### src/rtl/main_mem_line_fetcher.sv
// Bridges the cache controller's line-wide main-memory port to a 32-bit word bus:
// 16-beat line reads, single-word write-through, and a per-beat timeout.
module main_mem_line_fetcher #(
  parameter int unsigned LINE_WORDS = 16,
  parameter int unsigned TIMEOUT    = 255,
  parameter int unsigned TO_W       = 8
) (
  input  logic                     clk,
  input  logic                     rst,
  input  logic [31:0]              main_mem_addr,
  input  logic [31:0]              main_mem_data_out,
  input  logic                     main_mem_read_req,
  input  logic                     main_mem_write_req,
  output logic [LINE_WORDS*32-1:0] main_mem_data_in,
  output logic                     main_mem_ready,
  output logic                     bus_req,
  output logic                     bus_we,
  output logic [31:0]              bus_addr,
  output logic [31:0]              bus_wdata,
  input  logic                     bus_ack,
  input  logic [31:0]              bus_rdata,
  output logic                     err_timeout,
  output logic                     err_protocol
);

  localparam int unsigned BEAT_W = $clog2(LINE_WORDS);
  localparam int unsigned OFF_W  = BEAT_W + 2;
  localparam int unsigned LINE_W = LINE_WORDS * 32;

  typedef enum logic [1:0] {S_IDLE, S_RD_BEAT, S_WR_BEAT, S_DONE} state_t;

  state_t              state_q, state_d;
  logic [BEAT_W-1:0]   beat_q, beat_d;
  logic [TO_W-1:0]     to_cnt_q, to_cnt_d;
  logic [31:0]         base_q, base_d;
  logic [31:0]         wdata_q, wdata_d;
  logic [LINE_W-1:0]   line_q, line_d;
  logic                bus_req_q, bus_req_d;
  logic                bus_we_q, bus_we_d;
  logic [31:0]         bus_addr_q, bus_addr_d;
  logic                ready_q, ready_d;
  logic                err_to_q, err_to_d;
  logic                err_pr_q, err_pr_d;
  logic                timed_out_c;
  logic                unused_addr_bits;

  assign unused_addr_bits = ^main_mem_addr[1:0];

  // Timeout fires on the TIMEOUT-th consecutive un-acked request cycle.
  assign timed_out_c = !bus_ack && (to_cnt_q == TO_W'(TIMEOUT - 1));

  always_comb begin
    state_d    = state_q;
    beat_d     = beat_q;
    to_cnt_d   = to_cnt_q;
    base_d     = base_q;
    wdata_d    = wdata_q;
    line_d     = line_q;
    bus_req_d  = bus_req_q;
    bus_we_d   = bus_we_q;
    bus_addr_d = bus_addr_q;
    err_to_d   = err_to_q;
    err_pr_d   = err_pr_q;
    ready_d    = (state_q == S_DONE);

    case (state_q)
      S_IDLE: begin
        if (main_mem_write_req) begin
          wdata_d    = main_mem_data_out;
          bus_addr_d = {main_mem_addr[31:2], 2'b00};
          bus_req_d  = 1'b1;
          bus_we_d   = 1'b1;
          to_cnt_d   = '0;
          state_d    = S_WR_BEAT;
          if (main_mem_read_req) err_pr_d = 1'b1;
        end else if (main_mem_read_req) begin
          base_d     = {main_mem_addr[31:OFF_W], OFF_W'(0)};
          bus_addr_d = {main_mem_addr[31:OFF_W], OFF_W'(0)};
          beat_d     = '0;
          bus_req_d  = 1'b1;
          bus_we_d   = 1'b0;
          to_cnt_d   = '0;
          state_d    = S_RD_BEAT;
        end
      end

      S_RD_BEAT: begin
        if (bus_ack) begin
          for (int k = 0; k < int'(LINE_WORDS); k++) begin
            if (beat_q == BEAT_W'(k)) line_d[k*32 +: 32] = bus_rdata;
          end
          to_cnt_d = '0;
          if (beat_q == BEAT_W'(LINE_WORDS - 1)) begin
            bus_req_d = 1'b0;
            state_d   = S_DONE;
          end else begin
            beat_d     = beat_q + BEAT_W'(1);
            bus_addr_d = {base_q[31:OFF_W], beat_q + BEAT_W'(1), 2'b00};
          end
        end else if (timed_out_c) begin
          bus_req_d = 1'b0;
          err_to_d  = 1'b1;
          to_cnt_d  = '0;
          state_d   = S_DONE;
        end else begin
          to_cnt_d = to_cnt_q + TO_W'(1);
        end
      end

      S_WR_BEAT: begin
        if (bus_ack || timed_out_c) begin
          bus_req_d = 1'b0;
          bus_we_d  = 1'b0;
          to_cnt_d  = '0;
          state_d   = S_DONE;
          if (!bus_ack) err_to_d = 1'b1;
        end else begin
          to_cnt_d = to_cnt_q + TO_W'(1);
        end
      end

      S_DONE: state_d = S_IDLE;

      default: state_d = S_IDLE;
    endcase
  end

  always_ff @(posedge clk) begin
    if (rst) begin
      state_q    <= S_IDLE;
      beat_q     <= '0;
      to_cnt_q   <= '0;
      base_q     <= '0;
      wdata_q    <= '0;
      line_q     <= '0;
      bus_req_q  <= 1'b0;
      bus_we_q   <= 1'b0;
      bus_addr_q <= '0;
      ready_q    <= 1'b0;
      err_to_q   <= 1'b0;
      err_pr_q   <= 1'b0;
    end else begin
      state_q    <= state_d;
      beat_q     <= beat_d;
      to_cnt_q   <= to_cnt_d;
      base_q     <= base_d;
      wdata_q    <= wdata_d;
      line_q     <= line_d;
      bus_req_q  <= bus_req_d;
      bus_we_q   <= bus_we_d;
      bus_addr_q <= bus_addr_d;
      ready_q    <= ready_d;
      err_to_q   <= err_to_d;
      err_pr_q   <= err_pr_d;
    end
  end

  assign main_mem_data_in = line_q;
  assign main_mem_ready   = ready_q;
  assign bus_req          = bus_req_q;
  assign bus_we           = bus_we_q;
  assign bus_addr         = bus_addr_q;
  assign bus_wdata        = wdata_q;
  assign err_timeout      = err_to_q;
  assign err_protocol     = err_pr_q;

endmodule

### config.mk
export PLATFORM = sky130hd
export DESIGN_NAME = main_mem_line_fetcher
export DESIGN_NICKNAME = d
export VERILOG_FILES = /design/src/rtl/main_mem_line_fetcher.sv
export SDC_FILE = /design/constraint.sdc
export NUM_CORES = 1
export LEC_CHECK = 0
export BUFFER_PORTS_ARGS = -buffer_cell sky130_fd_sc_hd__buf_2
export CORE_MARGIN = 2
export CORE_UTILIZATION = 30
export DETAILED_ROUTE_END_ITERATION = 10
export PLACE_DENSITY_LB_ADDON = 0.3
export SLEW_MARGIN = 20
export SYNTH_ARGS = -nofsm -noshare
export SYNTH_HDL_FRONTEND = slang
export SYNTH_SLANG_ARGS = --single-unit
### constraint.sdc
create_clock -name clk -period 3.7 [get_ports clk]
set_input_delay 0.37 -clock clk [delete_from_list [all_inputs] [get_ports clk]]
set_output_delay 0.37 -clock clk [all_outputs]
set_load 0.05 [all_outputs]
======== Yosys cells after proc, flatten, opt, wreduce, memory -nomap -nowiden ========
Cells that the tools add are included.
W data, S select, Z words.
storage, ports and cells
  flip-flop bits (word level) ............. 621
operators by class
  muxes and demuxes ....................... 38
  reduce and logical (&&, ||, !) cells .... 35
  add/sub/neg operators ................... 2
  bitwise operators ....................... 1
  eq/ne operators ......................... 30
operators by type and width
  kind                   count
  $mux W32               4
  $pmux W32 S2           1
  $reduce_and A3 Y1      19
  $mux W8                5
  $eq A4 B4 Y1 const B   8
  $pmux W8 S3            1
  $eq A4 B3 Y1 const B   4
  $mux W4                4
  $ne A2 B2 Y1 const B   8
  $reduce_and A5 Y1      3
  $mux W1                12
  $mux W2                6
  $ne A3 B3 Y1 const B   3
  $add A8 B1 Y8 const B  1
  $eq A4 B2 Y1 const B   2
  $eq A8 B8 Y1 const B   1
  $pmux W2 S4            1
  $pmux W4 S2            1
  $reduce_and A4 Y1      2
  $reduce_bool A2 Y1     3
  $add A4 B1 Y4 const B  1
  $eq A2 B2 Y1 const B   2
  $eq A4 B1 Y1 const B   1
  $logic_not A4 Y1       1
  other kinds (10)       12

======== Depth between registers and ports, before layout ========
  depth after elaboration ................. 5
  gate-level depth with buffers ........... 8
  gate-level depth less buffers ........... 6

======== Worst setup path after synthesis ========
Ideal clock, no wire load.
  kind .................................... register -> register
  start ................................... register state_q[0]
  end ..................................... register bus_addr_q[21] (netlist: bus_addr[21])
  data arrival time ....................... 1585 ps
  setup slack ............................. 1976 ps
  clock period less this slack ............ 1724 ps
  stages on the path, launching flop included .. 9
  buffers on the path ..................... 3
  path through ............................ dfxtp_1 inv_1 ha_1 buf_4 nor3b_4 nor3_2 buf_4 buf_6 a211oi_2
on the way
  cells in the longest elaborated chain, start to end .. 3
ends and longest elaborated chain
  what                                                     line  text
  from (decl)                                              32    state_t state_q, state_d;
  from (signal assigned)                                   143   state_q <= state_d;
  $eq A2 B1 Y1 / $logic_not A2 Y1 (equally long branches)  66    case (state_q)
  $ne A2 B2 Y1 (no line), or another cell as far along     -
  $reduce_and A4 Y1 (no line)                              -
  to (signal assigned)                                     151   bus_addr_q <= bus_addr_d;
  to (decl)                                                40    logic [31:0] bus_addr_q, bus_addr_d;
Several ways; a longest one is shown, not always the timed one.
A chain may end at the register's enable or synchronous reset.

======== Worst setup path after layout ========
  start ................................... register state_q[1]
  end ..................................... register line_q[396] (netlist: main_mem_data_in[396])
on the way
  cells in the longest elaborated chain, start to end .. 2
ends and longest elaborated chain
  what                         line  text
  $eq A2 B1 Y1                 66
  $reduce_and A3 Y1 (no line)  -
  to (signal assigned)         148   line_q <= line_d;
  to (decl)                    37    logic [LINE_W-1:0] line_q, line_d;
No other way between the ends.

==> results.cfg <==
[run_status]
status = finished clean

[synthesis]
async_flop_share_pct = 0
synth_cell_type_count = 40
synthCells = 2834
syn_area_um2 = 22300
yosys_most_used_dff = dfxtp_1
synth_warnings = 0
syn_avg_cell_area_um2 = 7.85
synth-edff-count = 0
synth_seq_cells = 619
yosysSeqAreaShare_pct = 55.7

[sta]
skew_ns = 0.0220
post-route-period-util_pct = 68.4
max_slew_margin_pct = 33.4
tightest_slew_ns = 0.997
fin_tns_setup_ns = 0
setup_viol = 0
fmax_mhz = 395
fin_ws_ns = 1.17
rsz0062_at_grt = false
finalHoldViolCount = 0
min_period_ns = 2.53
report.final.slew_viol_count = 0

[place]
place_ws_ns = 1.16
portBuffers = 677
postPlaceCellArea_um2 = 26300
dp_hpwl_mm = 60.1
place_congestion = 0.795
dpl.cell_count = 4258

[cells_and_area]
area_growth_syn_to_layout_pct = 31.1
utilization_pct = 39.9
drive_above_1_share_pct = 25.1
nets = 3538
final_cells = 4442
design_area_um2 = 29200
fillers = 7549

[clock_tree]
clk-insertion-delay-late_ns = 0.62
cts_tree = yes
post_cts_resized = 0
clk_pin_slew_ns = 0.06
cts_root_buf = clkbuf_16
cts_setup_buffers = 0
cts-buffers-inserted = 71
htree_levels = 3
clockBufferDepth = 3
cts_sinks = 619

[power_and_ir_drop]
p_leak_nw = 11.9
p_per_area_nw_per_um2 = 590
ir_worst_vdd_uv = 339

[critical_path]
endpoint = main_mem_data_in[396]$_SDFFE_PP0P_
startpoint = state_q[1]$_SDFFE_PP0P_
r2r_cells = 7
start_kind = flop
cp_cell_sequence = inv_1 -> ha_2 -> nand3_1 -> nor2_4 -> buf_4 -> nand2_1 -> a21oi_1
cp_top_family = simple AND/OR/NAND/NOR gates
cp_slowest_cell = nor2_4
worstPathMaxFanout = 22
slowest_delay_ns = 0.76
arrival_ns = 3.07
rr_startpoint = state_q[1]$_SDFFE_PP0P_
crit_buf_inv = 2
endpoint_kind = flop
critPathKind = reg2reg
r2r_end = main_mem_data_in[396]$_SDFFE_PP0P_
worstSetupPathDepth = 7
crit_required_ns = 4.24
rrSetupSlack_ns = 1.17

[routing]
drt_wl_total_mm = 92.4
via_per_inst = 4.79
wl_met2_mm = 43.7
routedWlPerCell_um = 20.8
drt_iter0_markers = 1710
dr.pass1.iters = 5
met3WireLength_mm = 6.61
top_layer = met4
wl_met1_mm = 37.1
drc = 0
vias = 21300
ant_nets = 0

[die]
dieArea_um2 = 76400
pin_count = 682
num_rows = 99
die_w_um = 276
coreArea_um2 = 73200
fp.dieH_um = 276
start_util_pct = 30.4

[global_route]
grt_max_degree = 102
grt.total_usage_pct = 23.2
grt_pass1_wl_mm = 133
antenna_found_initial = 10
grt_pass1_vias = 19600
grt_remaining_overflow = 0

[worst_hold_path]
hold_path.class = in2reg
worstHoldStart = main_mem_addr[6]

[run]
max_cap_violations = 0
==> per-layer routing <==
metal | vias up | GRT usage, %
li1 | 10300 | -
met1 | 9989 | 27.9
met2 | 783 | 38.3
met3 | 219 | 5.48
met4 | 0 | 12.7
met5 | - | 0
==> cells in the mapped netlist (2+ instances only) <==
cell      count  area [µm²]
nand2_1    1161        4360
dfxtp_1     619       12400
a21oi_1     580        2900
clkbuf_1    170         638
buf_2        77         385
nor2_1       61         229
mux2i_1      31         310
a211oi_1     20         150
nand3_1      13        65.1
a211oi_2     11         138
ha_1         11         138
inv_1         9        33.8
xnor2_1       9        78.8
buf_4         6        45.0
nor2b_1       6        37.5
and3_1        5        31.3
buf_1         5        18.8
nor3_2        5        50.1
nand2b_1      4        25.0
nor3_1        4        20.0
nand4_1       3        18.8
o21ai_0       3        15.0
a211o_1       2        17.5
a31oi_1       2        12.5
and2_1        2        12.5
==> where the power goes <==
part / leakage [nW] / internal (mW) / total [mW] / switching, mW
Sequential: 5.00 / 7.00 / 7.16 / 0.162
Combinational: 5.78 / 0.755 / 3.08 / 2.32
Clock: 1.16 / 4.05 / 6.98 / 2.93
==> metrics by stage <==
step	hold slack, ns	power, mW
finish	0.0331	17.2
global route	0.0264	17.9
CTS	0.00217	17.4
detailed placement	0.443	10.3
global placement	0.438	10.3
floorplan	0.436	9.55
==> timing repair <==
action | 4_1_cts | 5_1_grt
hold buffers | 54 | 0
setup endpoints to repair | 0 | 0
hold endpoints to repair | 54 | 0
==> layout by cell type, fill, tap and decap left out, types with 10 or more instances in the layout <==
master / netlist / layout
nand2_1: 1161 / 1157
buf_2: 77 / 676
clkbuf_1: 170 / 14
clkinv_2: 0 / 15
a211oi_1: 20 / 20
nand3_1: 13 / 12
clkbuf_8: 0 / 16
dlygate4sd3_1: 0 / 54
buf_4: 6 / 38
a211oi_2: 11 / 11
mux2i_1: 31 / 31
clkbuf_16: 0 / 73
ha_1: 11 / 10
nor2_1: 61 / 49
dfxtp_1: 619 / 619
a21oi_1: 580 / 580
==> cell families after synthesis <==
logic type	count (synthesis)	share of synthesized area, %
XOR/XNOR	9	0.354
other	1	0.0168
multiplexers	31	1.39
AO/OA/AOI/OAI	625	14.8
buffers and inverters	268	5.09
flip-flops	619	55.7
adder cells (fa/ha/maj)	11	0.618
AND/OR/NAND/NOR	1270	22.1
==> area by class of cell <==
class,count,area (µm²),area share [%]
Antenna cell,3,7.51,0.0257
Multi-Input combinational cell,1948,8850,30.3
Tap cell,959,1200,4.11
Clock buffer,103,2100,7.19
Clock inverter,24,209,0.716
Timing Repair Buffer,777,4380,15.0
Sequential cell,619,12400,42.5
Inverter,9,33.8,0.116
==> sequential cells by signal (all words and copies together), names as in the netlist <==
signal	count
bus_req	1
main_mem_ready	1
base_q	26
state_q	2
err_protocol	1
bus_wdata	32
err_timeout	1
bus_addr	30
bus_we	1
main_mem_data_in	512
beat_q	4
to_cnt_q	8
==> worst reg2reg max path: stages, from the launching register on <==
cell     delay (ns)
dfxtp_1        0.33
inv_1          0.11
ha_2           0.37
nand3_1        0.36
nor2_4         0.76
buf_4          0.31
nand2_1        0.07
a21oi_1        0.16
==> how the worst min path moves through the flow <==
stage / to / slack (ns) / cells after the start
global placement: main_mem_data_in[84]$_SDFFE_PP0P_ / 0.44 / 2
global route: bus_wdata[6]$_SDFFE_PP0P_ / 0.03 / 3
detailed placement: main_mem_data_in[434]$_SDFFE_PP0P_ / 0.44 / 2
floorplan: base_q[10]$_SDFFE_PP0P_ / 0.44 / 2
finish: base_q[6]$_SDFFE_PP0P_ / 0.03 / 3
CTS: base_q[6]$_SDFFE_PP0P_ / 0.002 / 3
Power figures use the tool's default switching activity.
